[src/rtl/cond_decode_if.sv]
// Handshake and decode bundle between IF/ID, the decode stage and EX.
// The master drives the upstream fields and out_ready. The slave is the stage.
interface cond_decode_if #(
    parameter int CMD_W = 4
);
    logic             in_valid;
    logic             in_ready;
    logic [3:0]       cond;
    logic [1:0]       mode;
    logic [3:0]       op_code;
    logic             s_in;
    logic [3:0]       status;
    logic             hazard;
    logic             flush;
    logic             out_valid;
    logic             out_ready;
    logic [CMD_W-1:0] exe_cmd;
    logic             mem_read;
    logic             mem_write;
    logic             wb_en;
    logic             b;
    logic             s_out;
    logic             illegal;

    modport master (
        output in_valid, cond, mode, op_code, s_in, status, hazard, flush, out_ready,
        input  in_ready, out_valid, exe_cmd, mem_read, mem_write, wb_en, b, s_out, illegal
    );

    modport slave (
        input  in_valid, cond, mode, op_code, s_in, status, hazard, flush, out_ready,
        output in_ready, out_valid, exe_cmd, mem_read, mem_write, wb_en, b, s_out, illegal
    );
endinterface

[src/rtl/cond_decode_stage.sv]
// Registered ARM-subset decode stage: opcode decode, condition check against
// NZCV, and squashing of the branch-shadow slots after a taken branch.
module cond_decode_stage #(
    parameter int CMD_W       = 4,
    parameter int FLUSH_SLOTS = 1,
    parameter int NV_EXECUTES = 0
) (
    input logic          clk,
    input logic          rst_n,
    cond_decode_if.slave bus
);
    logic [3:0] d_cmd;
    logic       d_mr, d_mw, d_wb, d_b, d_s, d_ill;
    logic       cond_pass;
    logic       accept;
    logic       kill;
    logic [3:0] shadow_cnt;
    logic       n_f, z_f, c_f, v_f;

    assign {n_f, z_f, c_f, v_f} = bus.status;

    assign bus.in_ready = (!bus.out_valid || bus.out_ready) && !bus.hazard && !bus.flush;
    assign accept       = bus.in_valid && bus.in_ready;
    // Illegal ops are never squashed, so the fault always reaches EX.
    assign kill         = !d_ill && (!cond_pass || shadow_cnt != 4'd0);

    // Map {mode, op_code, s_in} onto the EX command and control bits.
    always_comb begin
        d_cmd = 4'b0000;
        d_mr  = 1'b0;
        d_mw  = 1'b0;
        d_wb  = 1'b0;
        d_b   = 1'b0;
        d_s   = 1'b0;
        d_ill = 1'b0;
        case (bus.mode)
            2'b00: begin
                d_wb = 1'b1;
                d_s  = bus.s_in;
                case (bus.op_code)
                    4'b1101: d_cmd = 4'b0001;
                    4'b1111: d_cmd = 4'b1001;
                    4'b0100: d_cmd = 4'b0010;
                    4'b0101: d_cmd = 4'b0011;
                    4'b0010: d_cmd = 4'b0100;
                    4'b0110: d_cmd = 4'b0101;
                    4'b0000: d_cmd = 4'b0110;
                    4'b1100: d_cmd = 4'b0111;
                    4'b0001: d_cmd = 4'b1000;
                    4'b1010: begin d_cmd = 4'b0100; d_wb = 1'b0; d_s = 1'b1; end
                    4'b1000: begin d_cmd = 4'b0110; d_wb = 1'b0; d_s = 1'b1; end
                    default: begin d_wb = 1'b0; d_s = 1'b0; d_ill = 1'b1; end
                endcase
            end
            2'b01: begin
                d_cmd = 4'b0010;
                d_mr  = bus.s_in;
                d_wb  = bus.s_in;
                d_mw  = !bus.s_in;
            end
            2'b10:   d_b   = 1'b1;
            default: d_ill = 1'b1;
        endcase
    end

    // Evaluate the condition field against the flags presented with the op.
    always_comb begin
        case (bus.cond)
            4'h0:    cond_pass = z_f;
            4'h1:    cond_pass = !z_f;
            4'h2:    cond_pass = c_f;
            4'h3:    cond_pass = !c_f;
            4'h4:    cond_pass = n_f;
            4'h5:    cond_pass = !n_f;
            4'h6:    cond_pass = v_f;
            4'h7:    cond_pass = !v_f;
            4'h8:    cond_pass = c_f && !z_f;
            4'h9:    cond_pass = !c_f || z_f;
            4'hA:    cond_pass = (n_f == v_f);
            4'hB:    cond_pass = (n_f != v_f);
            4'hC:    cond_pass = !z_f && (n_f == v_f);
            4'hD:    cond_pass = z_f || (n_f != v_f);
            4'hE:    cond_pass = 1'b1;
            default: cond_pass = (NV_EXECUTES != 0);
        endcase
    end

    // Output register and branch-shadow counter; flush outranks accept.
    always_ff @(posedge clk or negedge rst_n) begin
        if (!rst_n) begin
            bus.out_valid <= 1'b0;
            bus.exe_cmd   <= '0;
            bus.mem_read  <= 1'b0;
            bus.mem_write <= 1'b0;
            bus.wb_en     <= 1'b0;
            bus.b         <= 1'b0;
            bus.s_out     <= 1'b0;
            bus.illegal   <= 1'b0;
            shadow_cnt    <= 4'd0;
        end else if (bus.flush) begin
            bus.out_valid <= 1'b0;
            shadow_cnt    <= 4'd0;
        end else if (accept) begin
            // Every accepted slot inside the shadow consumes one count; a
            // branch caught there is killed and so cannot reload it.
            if (shadow_cnt != 4'd0)
                shadow_cnt <= shadow_cnt - 4'd1;
            else if (!kill && d_b)
                shadow_cnt <= 4'(FLUSH_SLOTS);
            bus.out_valid <= !kill;
            bus.exe_cmd   <= kill ? '0 : CMD_W'(d_cmd);
            bus.mem_read  <= d_mr && !kill;
            bus.mem_write <= d_mw && !kill;
            bus.wb_en     <= d_wb && !kill;
            bus.b         <= d_b  && !kill;
            bus.s_out     <= d_s  && !kill;
            bus.illegal   <= d_ill;
        end else if (bus.out_ready) begin
            bus.out_valid <= 1'b0;
        end
    end
endmodule

[src/flat_wrapper.sv]
// flat-port wrapper written by rule: the top's interface ports become plain ports
module cond_decode_stage_flat 
#(
    parameter int CMD_W       = 4,
    parameter int FLUSH_SLOTS = 1,
    parameter int NV_EXECUTES = 0
)
  (clk, rst_n, bus_in_valid, bus_cond, bus_mode, bus_op_code, bus_s_in, bus_status, bus_hazard, bus_flush, bus_out_ready, bus_in_ready, bus_out_valid, bus_exe_cmd, bus_mem_read, bus_mem_write, bus_wb_en, bus_b, bus_s_out, bus_illegal);
  cond_decode_if #(.CMD_W(CMD_W)) bus_i ();
  input logic clk;
  input logic rst_n;
  input wire logic [$bits(bus_i.in_valid)-1:0] bus_in_valid;
  input wire logic [$bits(bus_i.cond)-1:0] bus_cond;
  input wire logic [$bits(bus_i.mode)-1:0] bus_mode;
  input wire logic [$bits(bus_i.op_code)-1:0] bus_op_code;
  input wire logic [$bits(bus_i.s_in)-1:0] bus_s_in;
  input wire logic [$bits(bus_i.status)-1:0] bus_status;
  input wire logic [$bits(bus_i.hazard)-1:0] bus_hazard;
  input wire logic [$bits(bus_i.flush)-1:0] bus_flush;
  input wire logic [$bits(bus_i.out_ready)-1:0] bus_out_ready;
  output wire logic [$bits(bus_i.in_ready)-1:0] bus_in_ready;
  output wire logic [$bits(bus_i.out_valid)-1:0] bus_out_valid;
  output wire logic [$bits(bus_i.exe_cmd)-1:0] bus_exe_cmd;
  output wire logic [$bits(bus_i.mem_read)-1:0] bus_mem_read;
  output wire logic [$bits(bus_i.mem_write)-1:0] bus_mem_write;
  output wire logic [$bits(bus_i.wb_en)-1:0] bus_wb_en;
  output wire logic [$bits(bus_i.b)-1:0] bus_b;
  output wire logic [$bits(bus_i.s_out)-1:0] bus_s_out;
  output wire logic [$bits(bus_i.illegal)-1:0] bus_illegal;
  assign bus_i.in_valid = bus_in_valid;
  assign bus_i.cond = bus_cond;
  assign bus_i.mode = bus_mode;
  assign bus_i.op_code = bus_op_code;
  assign bus_i.s_in = bus_s_in;
  assign bus_i.status = bus_status;
  assign bus_i.hazard = bus_hazard;
  assign bus_i.flush = bus_flush;
  assign bus_i.out_ready = bus_out_ready;
  assign bus_in_ready = bus_i.in_ready;
  assign bus_out_valid = bus_i.out_valid;
  assign bus_exe_cmd = bus_i.exe_cmd;
  assign bus_mem_read = bus_i.mem_read;
  assign bus_mem_write = bus_i.mem_write;
  assign bus_wb_en = bus_i.wb_en;
  assign bus_b = bus_i.b;
  assign bus_s_out = bus_i.s_out;
  assign bus_illegal = bus_i.illegal;
  cond_decode_stage #(.CMD_W(CMD_W), .FLUSH_SLOTS(FLUSH_SLOTS), .NV_EXECUTES(NV_EXECUTES)) u_core (.clk(clk), .rst_n(rst_n), .bus(bus_i));
endmodule
[config.mk]
export PLATFORM = sky130hd
export DESIGN_NAME = cond_decode_stage_flat
export DESIGN_NICKNAME = d
export VERILOG_FILES = /design/src/rtl/cond_decode_if.sv /design/src/rtl/cond_decode_stage.sv /design/src/flat_wrapper.sv
export SDC_FILE = /design/constraint.sdc
export NUM_CORES = 1
export LEC_CHECK = 0
export BUFFER_PORTS_ARGS = -buffer_cell sky130_fd_sc_hd__buf_2
export CORE_MARGIN = 4
export CORE_UTILIZATION = 40
export CTS_BUF_LIST = sky130_fd_sc_hd__clkbuf_4 sky130_fd_sc_hd__clkbuf_8
export DETAILED_ROUTE_END_ITERATION = 7
export PLACE_DENSITY_LB_ADDON = 0.08
export SLEW_MARGIN = 0
export SYNTH_ARGS = -nofsm -noshare
export SYNTH_HDL_FRONTEND = slang
export SYNTH_SLANG_ARGS = --single-unit
[constraint.sdc]
create_clock -name clk -period 2.6 [get_ports clk]
set_input_delay 0 -clock clk [delete_from_list [all_inputs] [get_ports clk]]
set_output_delay 0 -clock clk [all_outputs]
set_load 0.02 [all_outputs]
==> flow_summary.json <==
{
  "p_leak_nw": 0.647,
  "arrival_ps": 2170,
  "clk_pin_slew_worst_paths_ps": 100,
  "synth_most_common_cell": "nand2_1",
  "synth.cell_area_um2": 1140,
  "synth_nets": 156,
  "htree_levels": 1,
  "routed-via-count": 1041,
  "die_h_um": 61.3,
  "ys_async_sr_fraction_pct": 100,
  "drive_above_1_share_pct": 26.4,
  "gp_congestion": 0.744,
  "finalCritPeriodShare_pct": 76.7,
  "clockBufferDepth": 2,
  "grt_pass1_wl_um": 4170,
  "ys_ff_latch": 15,
  "yosysUniqueCellTypes": 44,
  "cts.sinks": 15,
  "cts_buffers": 3,
  "cts_root_buffer": "clkbuf_4",
  "setup_viol": 0,
  "yosys_warnings": 0,
  "reg2regPathDepth": 6,
  "core_um2": 2730,
  "grt_overflow": 0,
  "worst_slew_pin_slew_ps": 548,
  "worstSetupStartpoint": "u_core.bus.out_valid",
  "io_pins": 33,
  "timing.rr.end": "u_core.shadow_cnt[0]",
  "nets": 190,
  "min_period_ps": 1990,
  "slew_violations": 0,
  "first_pass_iters": 4,
  "rows": 19,
  "portBuffers": 32,
  "start_kind": "register",
  "ir_worst_vdd_mv": 0.325,
  "run_status": "finished, final reports clean",
  "nFillCells": 297,
  "hold_violations": 0,
  "hold_path_class": "in2reg",
  "wirelength_um": 2490,
  "ys.flop_type": "dfrtp_1",
  "crit_required_ps": 2780,
  "drv_cap": 0,
  "powerDensity_nw_per_um2": 425,
  "grt_antenna_before_repair": 0,
  "final.setup.tns_ps": 0,
  "die_w_um": 61.3,
  "antenna_cells": 0,
  "synthCells": 130,
  "r2r-start": "u_core.bus.out_valid",
  "final_antenna_net_count": 0,
  "drc": 0,
  "avgSynthCellArea_um2": 8.74,
  "syn2layout_area_growth_pct": 19.5,
  "start_util_pct": 41.6,
  "yosysTopAreaCellShare_pct": 33.0,
  "grt_pass1_vias": 951,
  "grt_max_degree": 19,
  "cts_tree": "done",
  "insertion_delay_ps": 280,
  "worstSetupPathType": "reg2reg",
  "rsz0062_at_grt": "false",
  "maxSlewHeadroom_pct": 63.4,
  "fmax_ghz": 0.502,
  "synth_edf_count": 0,
  "r2r_slack_ps": 610,
  "whs_ps": 27.4,
  "hold_path_depth": 3,
  "cp_max_fo": 18,
  "post-route-util_pct": 49.7,
  "grtUsageTotal_pct": 14.4,
  "fin_worst_skew_ps": 2.31,
  "critPathCapture": "u_core.shadow_cnt[0]",
  "endpoint_kind": "register",
  "first_iter_violations": 26,
  "seq_area_frac_synth_pct": 33.0,
  "drt-wirelength-per-cell_um": 12.9,
  "synth_common_cells": "19 x nand2_1, 15 x dfrtp_1, 8 x inv_1, 7 x o31ai_1",
  "vias_per_cell": 5.37,
  "synth.largest_area_cell": "dfrtp_1",
  "synthTopCellsByArea": "dfrtp_1 33%, nand2_1 6.3%, ha_1 5.5%, o31ai_1 4.6%, xor2_1 3.1%",
  "dieArea_um2": 3760
}
## layout by cell type (no fill, tap or decap), types with 2 or more instances in the layout
cell type       n
dlygate4sd3_1   3
xor2_1          4
nor3b_1         3
nor2b_1         4
dfrtp_1        15
buf_2          32
nand3b_1        2
mux2i_1         3
xnor2_1         2
and2_1          2
nor2_1          5
clkbuf_4        3
nand4b_1        2
ha_1            5
nand2b_1        2
and3b_1         2
o31ai_1         7
a21oi_1         3
nor3_1          4
o21ai_1         3
inv_1           8
a31oi_1         2
o21ai_0         5
nand2_1        19
o22ai_1         2
nand3_1         2
## through the flow
stage          power, mW  setup WS [ps]  cells  instance area (um^2)
5_1_grt            0.616            414    194                  1360
2_1_floorplan      0.383            479    130                  1140
4_1_cts            0.583            591    194                  1360
6_report           0.577            606    194                  1360
3_3_place_gp       0.441            786    187                  1300
3_5_place_dp       0.444            680    187                  1300
## worst min-delay path by stage
stage	from	slack, ps	endpoint
2_1_floorplan	rst_n	-300	u_core.bus.b
3_3_place_gp	rst_n	-80	u_core.shadow_cnt[3]
3_5_place_dp	rst_n	-80	u_core.bus.out_valid
4_1_cts	bus_s_in	20	u_core.bus.mem_read
5_1_grt	bus_s_in	30	u_core.bus.mem_read
6_report	bus_s_in	30	u_core.bus.mem_read
## critical path: stages, from the launching register on
cell,delay (ps)
dfrtp_1,390
nor2b_1,140
nor3_1,220
nand2_1,390
a21o_1,290
o21a_1,180
a311oi_1,290
## sequential cells by signal, indices dropped and copies added, names as in the netlist
| signal | flops |
|---|---|
| u_core.bus.illegal | 1 |
| u_core.bus.wb_en | 1 |
| u_core.bus.b | 1 |
| u_core.bus.s_out | 1 |
| u_core.bus.mem_read | 1 |
| u_core.bus.exe_cmd | 4 |
| u_core.bus.out_valid | 1 |
| u_core.bus.mem_write | 1 |
| u_core.shadow_cnt | 4 |
## layer usage
layer / global-route usage [%] / part of all wire (%) / up-vias
li1: - / - / 527
met2: 23.1 / 44 / 28
met4: 4.64 / 1.0 / 0
met1: 20.4 / 49 / 484
met3: 1.26 / 5.3 / 2
met5: 0 / 0 / -
## area by class of cell
cell class	count	area [um^2]	area share, %
multi-input cells	100	688	50.7
flip-flops and latches	15	375	27.6
repair buffers	36	198	14.6
well taps	31	38.8	2.86
inverters	8	30.0	2.21
clock buffers	3	22.5	1.66
clock inverters	1	5.00	0.369
## report_power, final
group / switching, mW / leakage, nW / internal, mW
Clock: 0.0790 / 0.0177 / 0.0571
Combinational: 0.110 / 0.425 / 0.0707
Sequential: 0.00873 / 0.204 / 0.251
Total: 0.197 / 0.647 / 0.379
## logic make-up (layout without fill, tap and decap cells)
family                   count (synthesis)  in the layout  synth area share, %
adder cells (fa/ha/maj)                  5              5                 5.51
buffers and inverters                   15             48                 6.39
flip-flops                              15             15                 33.0
XOR/XNOR                                 6              6                 4.63
AND/OR/NAND/NOR                         53             53                 25.6
AO/OA/AOI/OAI                           33             33                 22.2
multiplexers                             3              3                 2.64
## what timing repair did
action,in CTS,in global routing
hold buffers,3,0
setup buffers,0,0
hold endpoints to repair,20,0
gates resized for setup,0,0
Note: power is estimated with default switching activity, not from simulation.
